File: config.mk
export PLATFORM = sky130hd
export DESIGN_NAME = am29xx_bitslice_pair
export DESIGN_NICKNAME = d
export VERILOG_FILES = /design/src/rtl/am29xx_bitslice_pair.sv
export SDC_FILE = /design/constraint.sdc
export NUM_CORES = 1
export LEC_CHECK = 0
export ABC_AREA = 1
export ABC_CLOCK_PERIOD_IN_PS = 5700
export BUFFER_PORTS_ARGS = -buffer_cell sky130_fd_sc_hd__buf_2
export CORE_ASPECT_RATIO = 1.5
export CORE_MARGIN = 2
export CORE_UTILIZATION = 53
export DETAILED_ROUTE_END_ITERATION = 16
export PLACE_DENSITY = 0.82
export SLEW_MARGIN = 20
export SYNTH_ARGS = -nofsm -noshare
export SYNTH_HDL_FRONTEND = slang
export SYNTH_SLANG_ARGS = --single-unit
File: constraint.sdc
create_clock -name clock -period 5.7 [get_ports clock]
set_input_delay 0.285 -clock clock [delete_from_list [all_inputs] [get_ports clock]]
set_output_delay 0.285 -clock clock [all_outputs]
set_load 0.01 [all_outputs]
File: src/rtl/am29xx_bitslice_pair.sv
// One Am2901-style 4-bit ALU slice and one Am2909/2911-style 4-bit sequencer slice.
// The slices share clock and reset only; carries cascade externally.

module am29xx_alu_slice (
    input  logic       clock,
    input  logic       reset,
    input  logic [3:0] a_din,
    input  logic [3:0] a_a,
    input  logic [3:0] a_b,
    input  logic [2:0] a_src,
    input  logic [2:0] a_op,
    input  logic [2:0] a_dest,
    input  logic       a_cin,
    output logic [3:0] a_y,
    output logic       a_cout,
    output logic       a_f0,
    output logic       a_f3,
    output logic       a_ovr
);

    logic [3:0] ram_r [16];
    logic [3:0] q_r;

    logic [3:0] a_s;
    logic [3:0] b_s;
    logic [3:0] r_s;
    logic [3:0] s_s;
    logic [3:0] add_r_s;
    logic [3:0] add_s_s;
    logic [3:0] sum_lo_s;
    logic [4:0] sum_s;
    logic [4:0] f_s;
    logic       c3_s;
    logic       ram_we_s;
    logic [3:0] ram_wd_s;
    logic       q_we_s;
    logic [3:0] q_wd_s;

    // Register-file read ports and R/S operand selection
    always_comb begin
        a_s = ram_r[a_a];
        b_s = ram_r[a_b];
        r_s = 4'h0;
        s_s = 4'h0;
        case (a_src)
            3'd0:    begin r_s = a_s;   s_s = q_r;  end
            3'd1:    begin r_s = a_s;   s_s = b_s;  end
            3'd2:    begin r_s = 4'h0;  s_s = q_r;  end
            3'd3:    begin r_s = 4'h0;  s_s = b_s;  end
            3'd4:    begin r_s = 4'h0;  s_s = a_s;  end
            3'd5:    begin r_s = a_din; s_s = a_s;  end
            3'd6:    begin r_s = a_din; s_s = q_r;  end
            3'd7:    begin r_s = a_din; s_s = 4'h0; end
            default: begin r_s = 4'h0;  s_s = 4'h0; end
        endcase
    end

    // Adder with a separate low-3-bit sum so the carry into bit 3 is visible for overflow
    always_comb begin
        add_r_s = r_s;
        add_s_s = s_s;
        case (a_op)
            3'd1:    begin add_r_s = ~r_s; add_s_s = s_s;  end
            3'd2:    begin add_r_s = r_s;  add_s_s = ~s_s; end
            default: begin add_r_s = r_s;  add_s_s = s_s;  end
        endcase
        sum_lo_s = {1'b0, add_r_s[2:0]} + {1'b0, add_s_s[2:0]} + {3'b000, a_cin};
        sum_s    = {1'b0, add_r_s} + {1'b0, add_s_s} + {4'b0000, a_cin};
        c3_s     = sum_lo_s[3];
    end

    // Function select and status flags
    always_comb begin
        f_s    = 5'h00;
        a_cout = 1'b0;
        a_ovr  = 1'b0;
        case (a_op)
            3'd0, 3'd1, 3'd2: begin
                f_s    = sum_s;
                a_cout = sum_s[4];
                a_ovr  = c3_s ^ sum_s[4];
            end
            3'd3:    f_s = {1'b0, r_s | s_s};
            3'd4:    f_s = {1'b0, r_s & s_s};
            3'd5:    f_s = {1'b0, ~r_s & s_s};
            3'd6:    f_s = {1'b0, r_s ^ s_s};
            3'd7:    f_s = {1'b0, ~(r_s ^ s_s)};
            default: f_s = 5'h00;
        endcase
        a_f0 = (f_s[3:0] == 4'h0);
        a_f3 = f_s[3];
    end

    // Destination decode: write-back data for RAM[B] and Q, plus Y source
    always_comb begin
        ram_we_s = 1'b0;
        ram_wd_s = f_s[3:0];
        q_we_s   = 1'b0;
        q_wd_s   = f_s[3:0];
        a_y      = f_s[3:0];
        case (a_dest)
            3'd0: begin q_we_s = 1'b1; q_wd_s = f_s[3:0]; end
            3'd1: begin ram_we_s = 1'b0; end
            3'd2: begin ram_we_s = 1'b1; ram_wd_s = f_s[3:0]; a_y = a_s; end
            3'd3: begin ram_we_s = 1'b1; ram_wd_s = f_s[3:0]; end
            3'd4: begin
                ram_we_s = 1'b1; ram_wd_s = {1'b0, f_s[3:1]};
                q_we_s   = 1'b1; q_wd_s   = {1'b0, q_r[3:1]};
            end
            3'd5: begin ram_we_s = 1'b1; ram_wd_s = {1'b0, f_s[3:1]}; end
            3'd6: begin
                ram_we_s = 1'b1; ram_wd_s = {f_s[2:0], 1'b0};
                q_we_s   = 1'b1; q_wd_s   = {q_r[2:0], 1'b0};
            end
            3'd7: begin ram_we_s = 1'b1; ram_wd_s = {f_s[2:0], 1'b0}; end
            default: begin ram_we_s = 1'b0; q_we_s = 1'b0; end
        endcase
    end

    // Register file and Q storage
    always_ff @(posedge clock or negedge reset) begin
        if (!reset) begin
            for (int i = 0; i < 16; i++) begin
                ram_r[i] <= 4'h0;
            end
            q_r <= 4'h0;
        end else begin
            if (ram_we_s) begin
                ram_r[a_b] <= ram_wd_s;
            end
            if (q_we_s) begin
                q_r <= q_wd_s;
            end
        end
    end

endmodule

module am29xx_seq_slice #(
    parameter bit SEQ_2911 = 1'b0
) (
    input  logic       clock,
    input  logic       reset,
    input  logic [3:0] s_d,
    input  logic [3:0] s_r,
    input  logic [3:0] s_or,
    input  logic [1:0] s_sel,
    input  logic       s_zero_n,
    input  logic       s_cin,
    input  logic       s_re_n,
    input  logic       s_fe_n,
    input  logic       s_pup,
    output logic [3:0] s_y,
    output logic       s_cout
);

    logic [3:0] upc_r;
    logic [3:0] ar_r;
    logic [1:0] sp_r;
    logic [3:0] stk_r [4];

    logic [3:0] x_s;
    logic [3:0] or_mask_s;
    logic [3:0] ar_in_s;
    logic [1:0] sp_inc_s;
    logic [1:0] sp_dec_s;

    // Address source mux, OR mask and zero forcing
    always_comb begin
        case (s_sel)
            2'd0:    x_s = upc_r;
            2'd1:    x_s = ar_r;
            2'd2:    x_s = stk_r[sp_r];
            2'd3:    x_s = s_d;
            default: x_s = 4'h0;
        endcase
        or_mask_s = SEQ_2911 ? 4'h0 : s_or;
        ar_in_s   = SEQ_2911 ? s_d : s_r;
        if (s_zero_n) begin
            s_y = x_s | or_mask_s;
        end else begin
            s_y = 4'h0;
        end
        s_cout   = s_cin & (s_y == 4'hF);
        sp_inc_s = sp_r + 2'd1;
        sp_dec_s = sp_r - 2'd1;
    end

    // uPC, AR and file-stack update; a push stores the pre-edge uPC
    always_ff @(posedge clock or negedge reset) begin
        if (!reset) begin
            upc_r <= 4'h0;
            ar_r  <= 4'h0;
            sp_r  <= 2'd0;
            for (int i = 0; i < 4; i++) begin
                stk_r[i] <= 4'h0;
            end
        end else begin
            upc_r <= s_y + {3'b000, s_cin};
            if (!s_re_n) begin
                ar_r <= ar_in_s;
            end
            if (!s_fe_n) begin
                if (s_pup) begin
                    sp_r            <= sp_inc_s;
                    stk_r[sp_inc_s] <= upc_r;
                end else begin
                    sp_r <= sp_dec_s;
                end
            end
        end
    end

endmodule

module am29xx_bitslice_pair #(
    parameter bit SEQ_2911 = 1'b0
) (
    input  logic       clock,
    input  logic       reset,
    input  logic [3:0] a_din,
    input  logic [3:0] a_a,
    input  logic [3:0] a_b,
    input  logic [2:0] a_src,
    input  logic [2:0] a_op,
    input  logic [2:0] a_dest,
    input  logic       a_cin,
    output logic [3:0] a_y,
    output logic       a_cout,
    output logic       a_f0,
    output logic       a_f3,
    output logic       a_ovr,
    input  logic [3:0] s_d,
    input  logic [3:0] s_r,
    input  logic [3:0] s_or,
    input  logic [1:0] s_sel,
    input  logic       s_zero_n,
    input  logic       s_cin,
    input  logic       s_re_n,
    input  logic       s_fe_n,
    input  logic       s_pup,
    output logic [3:0] s_y,
    output logic       s_cout
);

    am29xx_alu_slice u_alu (
        .clock  (clock),
        .reset  (reset),
        .a_din  (a_din),
        .a_a    (a_a),
        .a_b    (a_b),
        .a_src  (a_src),
        .a_op   (a_op),
        .a_dest (a_dest),
        .a_cin  (a_cin),
        .a_y    (a_y),
        .a_cout (a_cout),
        .a_f0   (a_f0),
        .a_f3   (a_f3),
        .a_ovr  (a_ovr)
    );

    am29xx_seq_slice #(
        .SEQ_2911 (SEQ_2911)
    ) u_seq (
        .clock    (clock),
        .reset    (reset),
        .s_d      (s_d),
        .s_r      (s_r),
        .s_or     (s_or),
        .s_sel    (s_sel),
        .s_zero_n (s_zero_n),
        .s_cin    (s_cin),
        .s_re_n   (s_re_n),
        .s_fe_n   (s_fe_n),
        .s_pup    (s_pup),
        .s_y      (s_y),
        .s_cout   (s_cout)
    );

endmodule

==> results.txt <==
The via density per instance is 5.35. The kind of cell with the highest combined delay along the critical path is buffers and inverters. The most numerous cell type found on the critical path is sky130_fd_sc_hd__nand2_1.

The internal power of the cells came out at 1.44 mW. The startpoint type of the worst setup path is an input pin. The required time of the critical path is 5.41 ns. The count of fill cells added during filler insertion came out at ~1100.

Among all stages on the critical path, the largest delay is contributed by sky130_fd_sc_hd__buf_2. The die boundary width came out at about 93 um. The average wire per cell in the routed design is ~15 um. Measured along the y axis, the die boundary spans between 100 and 150 um. The synthesized netlist devotes between 30% and 40% of its cell area to simple gates. The number of distinct standard cells referenced by the synthesized netlist is 30. Counting instances, the worst hold path has a depth of 2. The final critical-path share of the clock period came out at between 70% and 80%. The first global-routing pass estimated 28400 um of wire. The synthesized netlist net count is around 1000. The critical path contains buffers and inverters numbering 4 combined. Combinational logic burns about a third of the power. Counting along the longest clock path gives a buffer depth of 2. The final HPWL from detailed placement is around 13000 um. Entering global routing, the biggest net connects 63 pins.

The wire length after detailed routing came out at between 15000 and 20000 um. The headroom to the max-slew limit came out at between 40% and 50%. The total area inside the core boundary comes to around 12000 um^2.

The final layout contains about 1100 nets. Summed over all instances, the cell type with the most area after synthesis is sky130_fd_sc_hd__dfrtp_1. The global-route total usage across every layer is between 20% and 30%.

The analysis attributes to net switching a power of 0.881 mW. STA classifies the critical path endpoint as an output port. The path type of the worst setup path is in -> out. The number of levels in the clock H-tree is 3. The worst setup skew after layout came out at between 0.006 and 0.007 ns.

Setup repair after global routing left no endpoint under its margin. In the synthesized netlist, mux cells make up under 10% of the area. Max-cap violations in this run came to 0. The worst hold path belongs to the class in -> reg. The delay of the slowest cell on the worst path is slightly above 0.5 ns.

The worst vdd rail ir drop came out at 0.000277 V. The flip-flop and latch count after synthesis is 94. Net switching is between 30 and 40% of the power. The clock tree from TritonCTS is built. In the post-synthesis netlist, the biggest area contributors are sky130_fd_sc_hd__dfrtp_1 (37%), sky130_fd_sc_hd__nand2_1 (23%), sky130_fd_sc_hd__inv_1 (8.0%).

The weighted congestion at the end of routability-driven global placement came out at about 0.98. In this run the core area contains 48 standard-cell rows. The total area of sequential cells is 2350 um^2. The iteration count of the initial detailed-routing pass came out at 5. The dominant combinational cell family by area after synthesis is simple AND/OR/NAND/NOR gates. The port buffer count is 55. The arrival time of data at the critical path endpoint is ~4.0 ns. The number of design rule violations left after detail routing is 0. CTS saw between 90 and 100 sinks. The number of diodes added for antenna fixing is 0.

The final setup violation count came out at 0. Sequential cells account for between 40% and 50% of the total power. The worst path needs 4.24 ns of the cycle, external delays included. The starting DRC count in detailed routing is roughly 490. between 50 and 60 I/O pins were placed.

The worst reg2reg path depth is 18. The die area came out at ~13000 um^2. At the end of the flow the core is filled with cells to roughly 60%. The critical path depth in cells came out at 19. The register area share after synthesis came out at 37.3%. The cell count after synthesis came out at between 900 and 1000. The overall via count from detail_route came out at 6223.

The maximum fanout along the worst path is 36. The number of antenna violations at the first check in global routing came out at 1. Clock-pin slew was measured on the worst setup and hold paths at around 0.06 ns. The area growth from synthesis to layout is 9.70%.

The via count of the first global-routing pass came out at around 6100. The fmax came out at between 200 and 250 MHz. The setup total negative slack is 0 ns. The power density over the cells is 336 nW/um^2. The leakage power summed over all cells is around 3.8 nW.

The clock reaches the later pin of the worst-skew pair after 0.35 ns. The mean instance size in the synthesized netlist came out at roughly 6.5 um^2. The post-CTS setup repair buffer count is 0. The number of hold-slack violations in the final timing report was 0. The CTS buffer count came out at 9.

The remaining antenna violation count came out at 0. Clock tree synthesis selected as its root buffer the cell sky130_fd_sc_hd__clkbuf_16. The synthesized-area fraction occupied by adder cells is roughly 3.2%. The clock network is responsible for approximately 25% of the overall power. The transition at the pin with the smallest max-transition slack is ~0.8 ns.

The max-slew violation count came out at 0. The remaining global-route overflow came out at 0. Cells with a size suffix above 1 make up under 10% of the layout. The top cell type by area accounts for 37.3% of the synthesized area. The synthesis warning total came out at 0. Summing the areas of all compound-gate instances in the mapped netlist gives under 10% of the synthesized area. The run finished with clean final reports. Traced cell by cell, the critical path runs through buf_2, inv_2, nand2_1, nand3_1, nand3_1, nand3_1, nand2_1, nand2_1, nand2_1, nand2_2, xor2_1, fa_1, fa_1, nand2_1, inv_1, o21ai_0, nand2_1, o21ai_0, buf_2. After Yosys synthesis, XOR and XNOR cells account for between 1.5 and 2% of the synthesized area. Once the floorplan was initialized, standard cells occupied between 50% and 60% of the core. The area of the mapped netlist came out at between 6000 and 7000 um^2. Summing all multi-input logic gate instances after layout gives 3280 um^2.
## power by group through the flow
stage | sequential [mW] | combinational (mW) | clock (mW)
finish | 0.978 | 0.764 | 0.582
global route | 1.00 | 0.876 | 0.613
CTS | 0.974 | 0.760 | 0.587
detailed placement | 0.984 | 0.754 | 0
global placement | 0.979 | 0.738 | 0
floorplan | 0.942 | 0.570 | 0
## kinds of logic (layout without fill, tap and decap cells)
kind of cell             after synthesis  after routing
AO/OA/AOI/OAI                        105            105
XOR/XNOR                              14             14
adder cells (fa/ha/maj)               15             15
buffers and inverters                160            211
flip-flops                            94             94
multiplexers                           6              6
AND/OR/NAND/NOR                      569            569
## worst reg2reg max path, cell delays in order, from the launching register on
cell and delay (ns):
sky130_fd_sc_hd__dfrtp_1 0.37, sky130_fd_sc_hd__inv_1 0.12, sky130_fd_sc_hd__nand2_1 0.07, sky130_fd_sc_hd__nand3_1 0.08
sky130_fd_sc_hd__nand3_1 0.09, sky130_fd_sc_hd__nand3_1 0.09, sky130_fd_sc_hd__nand2_1 0.09, sky130_fd_sc_hd__nand2_1 0.09
sky130_fd_sc_hd__nand2_1 0.10, sky130_fd_sc_hd__xor2_1 0.17, sky130_fd_sc_hd__fa_1 0.44, sky130_fd_sc_hd__fa_1 0.39
sky130_fd_sc_hd__nand2_1 0.09, sky130_fd_sc_hd__inv_1 0.04, sky130_fd_sc_hd__o21ai_0 0.41, sky130_fd_sc_hd__nand3_1 0.16
sky130_fd_sc_hd__nand3_2 0.39, sky130_fd_sc_hd__nand2_1 0.12, sky130_fd_sc_hd__nand2_1 0.08
## synth_stat cells
cell and count:
sky130_fd_sc_hd__nand2_1 383, sky130_fd_sc_hd__inv_1 134, sky130_fd_sc_hd__dfrtp_1 94, sky130_fd_sc_hd__nand3_1 89
sky130_fd_sc_hd__nor2_1 72, sky130_fd_sc_hd__o21ai_0 59, sky130_fd_sc_hd__a21oi_1 27, sky130_fd_sc_hd__ha_1 13
sky130_fd_sc_hd__xor2_1 11, sky130_fd_sc_hd__nand4_1 8, sky130_fd_sc_hd__buf_2 7, sky130_fd_sc_hd__buf_6 7
sky130_fd_sc_hd__nand2_2 7, sky130_fd_sc_hd__mux2_2 6, sky130_fd_sc_hd__o22ai_1 5, sky130_fd_sc_hd__a211oi_1 4
sky130_fd_sc_hd__buf_4 4, sky130_fd_sc_hd__clkbuf_1 4, sky130_fd_sc_hd__inv_2 4, sky130_fd_sc_hd__nor3_1 4
sky130_fd_sc_hd__o21ai_1 4, sky130_fd_sc_hd__a22oi_1 3, sky130_fd_sc_hd__xnor2_1 3, sky130_fd_sc_hd__a21boi_0 2
sky130_fd_sc_hd__fa_1 2, sky130_fd_sc_hd__nand3_2 2, sky130_fd_sc_hd__or2_2 2, sky130_fd_sc_hd__nor2_2 1
sky130_fd_sc_hd__nor2_4 1, sky130_fd_sc_hd__o21ai_4 1
## cell usage in the layout, fill, tap and decap left out
cell                              n
sky130_fd_sc_hd__a211oi_1         4
sky130_fd_sc_hd__a21boi_0         2
sky130_fd_sc_hd__a21oi_1         27
sky130_fd_sc_hd__a22oi_1          3
sky130_fd_sc_hd__buf_2           54
sky130_fd_sc_hd__buf_4            2
sky130_fd_sc_hd__clkbuf_1         1
sky130_fd_sc_hd__clkbuf_16        9
sky130_fd_sc_hd__clkbuf_8         2
sky130_fd_sc_hd__clkinv_2         1
sky130_fd_sc_hd__clkinv_4         3
sky130_fd_sc_hd__dfrtp_1         94
sky130_fd_sc_hd__dlygate4sd3_1    1
sky130_fd_sc_hd__fa_1             2
sky130_fd_sc_hd__ha_1            13
sky130_fd_sc_hd__inv_1          134
sky130_fd_sc_hd__inv_2            4
sky130_fd_sc_hd__mux2_2           6
sky130_fd_sc_hd__nand2_1        383
sky130_fd_sc_hd__nand2_2          7
sky130_fd_sc_hd__nand3_1         89
sky130_fd_sc_hd__nand3_2          2
sky130_fd_sc_hd__nand4_1          8
sky130_fd_sc_hd__nor2_1          72
sky130_fd_sc_hd__nor2_2           1
sky130_fd_sc_hd__nor2_4           1
sky130_fd_sc_hd__nor3_1           4
sky130_fd_sc_hd__o21ai_0         59
sky130_fd_sc_hd__o21ai_1          4
sky130_fd_sc_hd__o21ai_4          1
sky130_fd_sc_hd__o22ai_1          5
sky130_fd_sc_hd__or2_2            2
sky130_fd_sc_hd__xnor2_1          3
sky130_fd_sc_hd__xor2_1          11
## through the flow
stage	setup WS (ns)	power, mW	hold WS (ns)	cell area (um^2)	std cells
floorplan	2.40	1.51	-0.0106	6300	963
global placement	1.61	1.72	0.247	6620	1147
detailed placement	1.43	1.74	0.250	6620	1147
CTS	1.50	2.32	0.144	6920	1164
global route	1.11	2.49	0.166	6920	1164
finish	1.46	2.32	0.155	6920	1164
## area by class of cell
cell class / instances / area share (%)
clock inverters: 4 / 0.452
clock buffers: 12 / 3.71
repair buffers: 57 / 4.27
multi-input cells: 709 / 47.4
inverters: 138 / 7.49
flip-flops and latches: 94 / 34.0
well taps: 150 / 2.71
## state kept, by name, summed over array words and instances, names as in the netlist
signal and flops:
u_seq.ar_r 4, u_seq.sp_r 2, u_alu.ram_r 64, u_seq.upc_r 4, u_seq.stk_r 16, u_alu.q_r 4
## timing repair
item                      CTS  global route
hold buffers                1             0
hold endpoints to repair   32             0
gates resized for setup     0             0
## metal layers
| metal | global-route usage [%] | up-vias | routed length (um) |
|---|---|---|---|
| met3 | 4.21 | 60 | 935 |
| met1 | 31.1 | 2835 | 6520 |
| li1 | - | 3090 | - |
| met4 | 19.2 | 0 | 907 |
| met5 | 0 | - | 0 |
| met2 | 51.3 | 238 | 8780 |
## path summary, 6_finish.rpt
kind / from / to / slack, ns
worst max-delay path: a_a[0] / a_y[2] / 1.46
worst min-delay path: s_fe_n / u_seq.sp_r[0] / 0.16
worst max register to register: u_alu.ram_r[12] / u_alu.ram_r[46] / 2.25
worst min register to register: u_seq.stk_r[11] / u_seq.stk_r[11] / 0.48
max in group asynchronous: reset / u_alu.ram_r[13] / 4.15
min in group asynchronous: reset / u_alu.ram_r[22] / 0.41
Power figures use the tool's default switching activity.
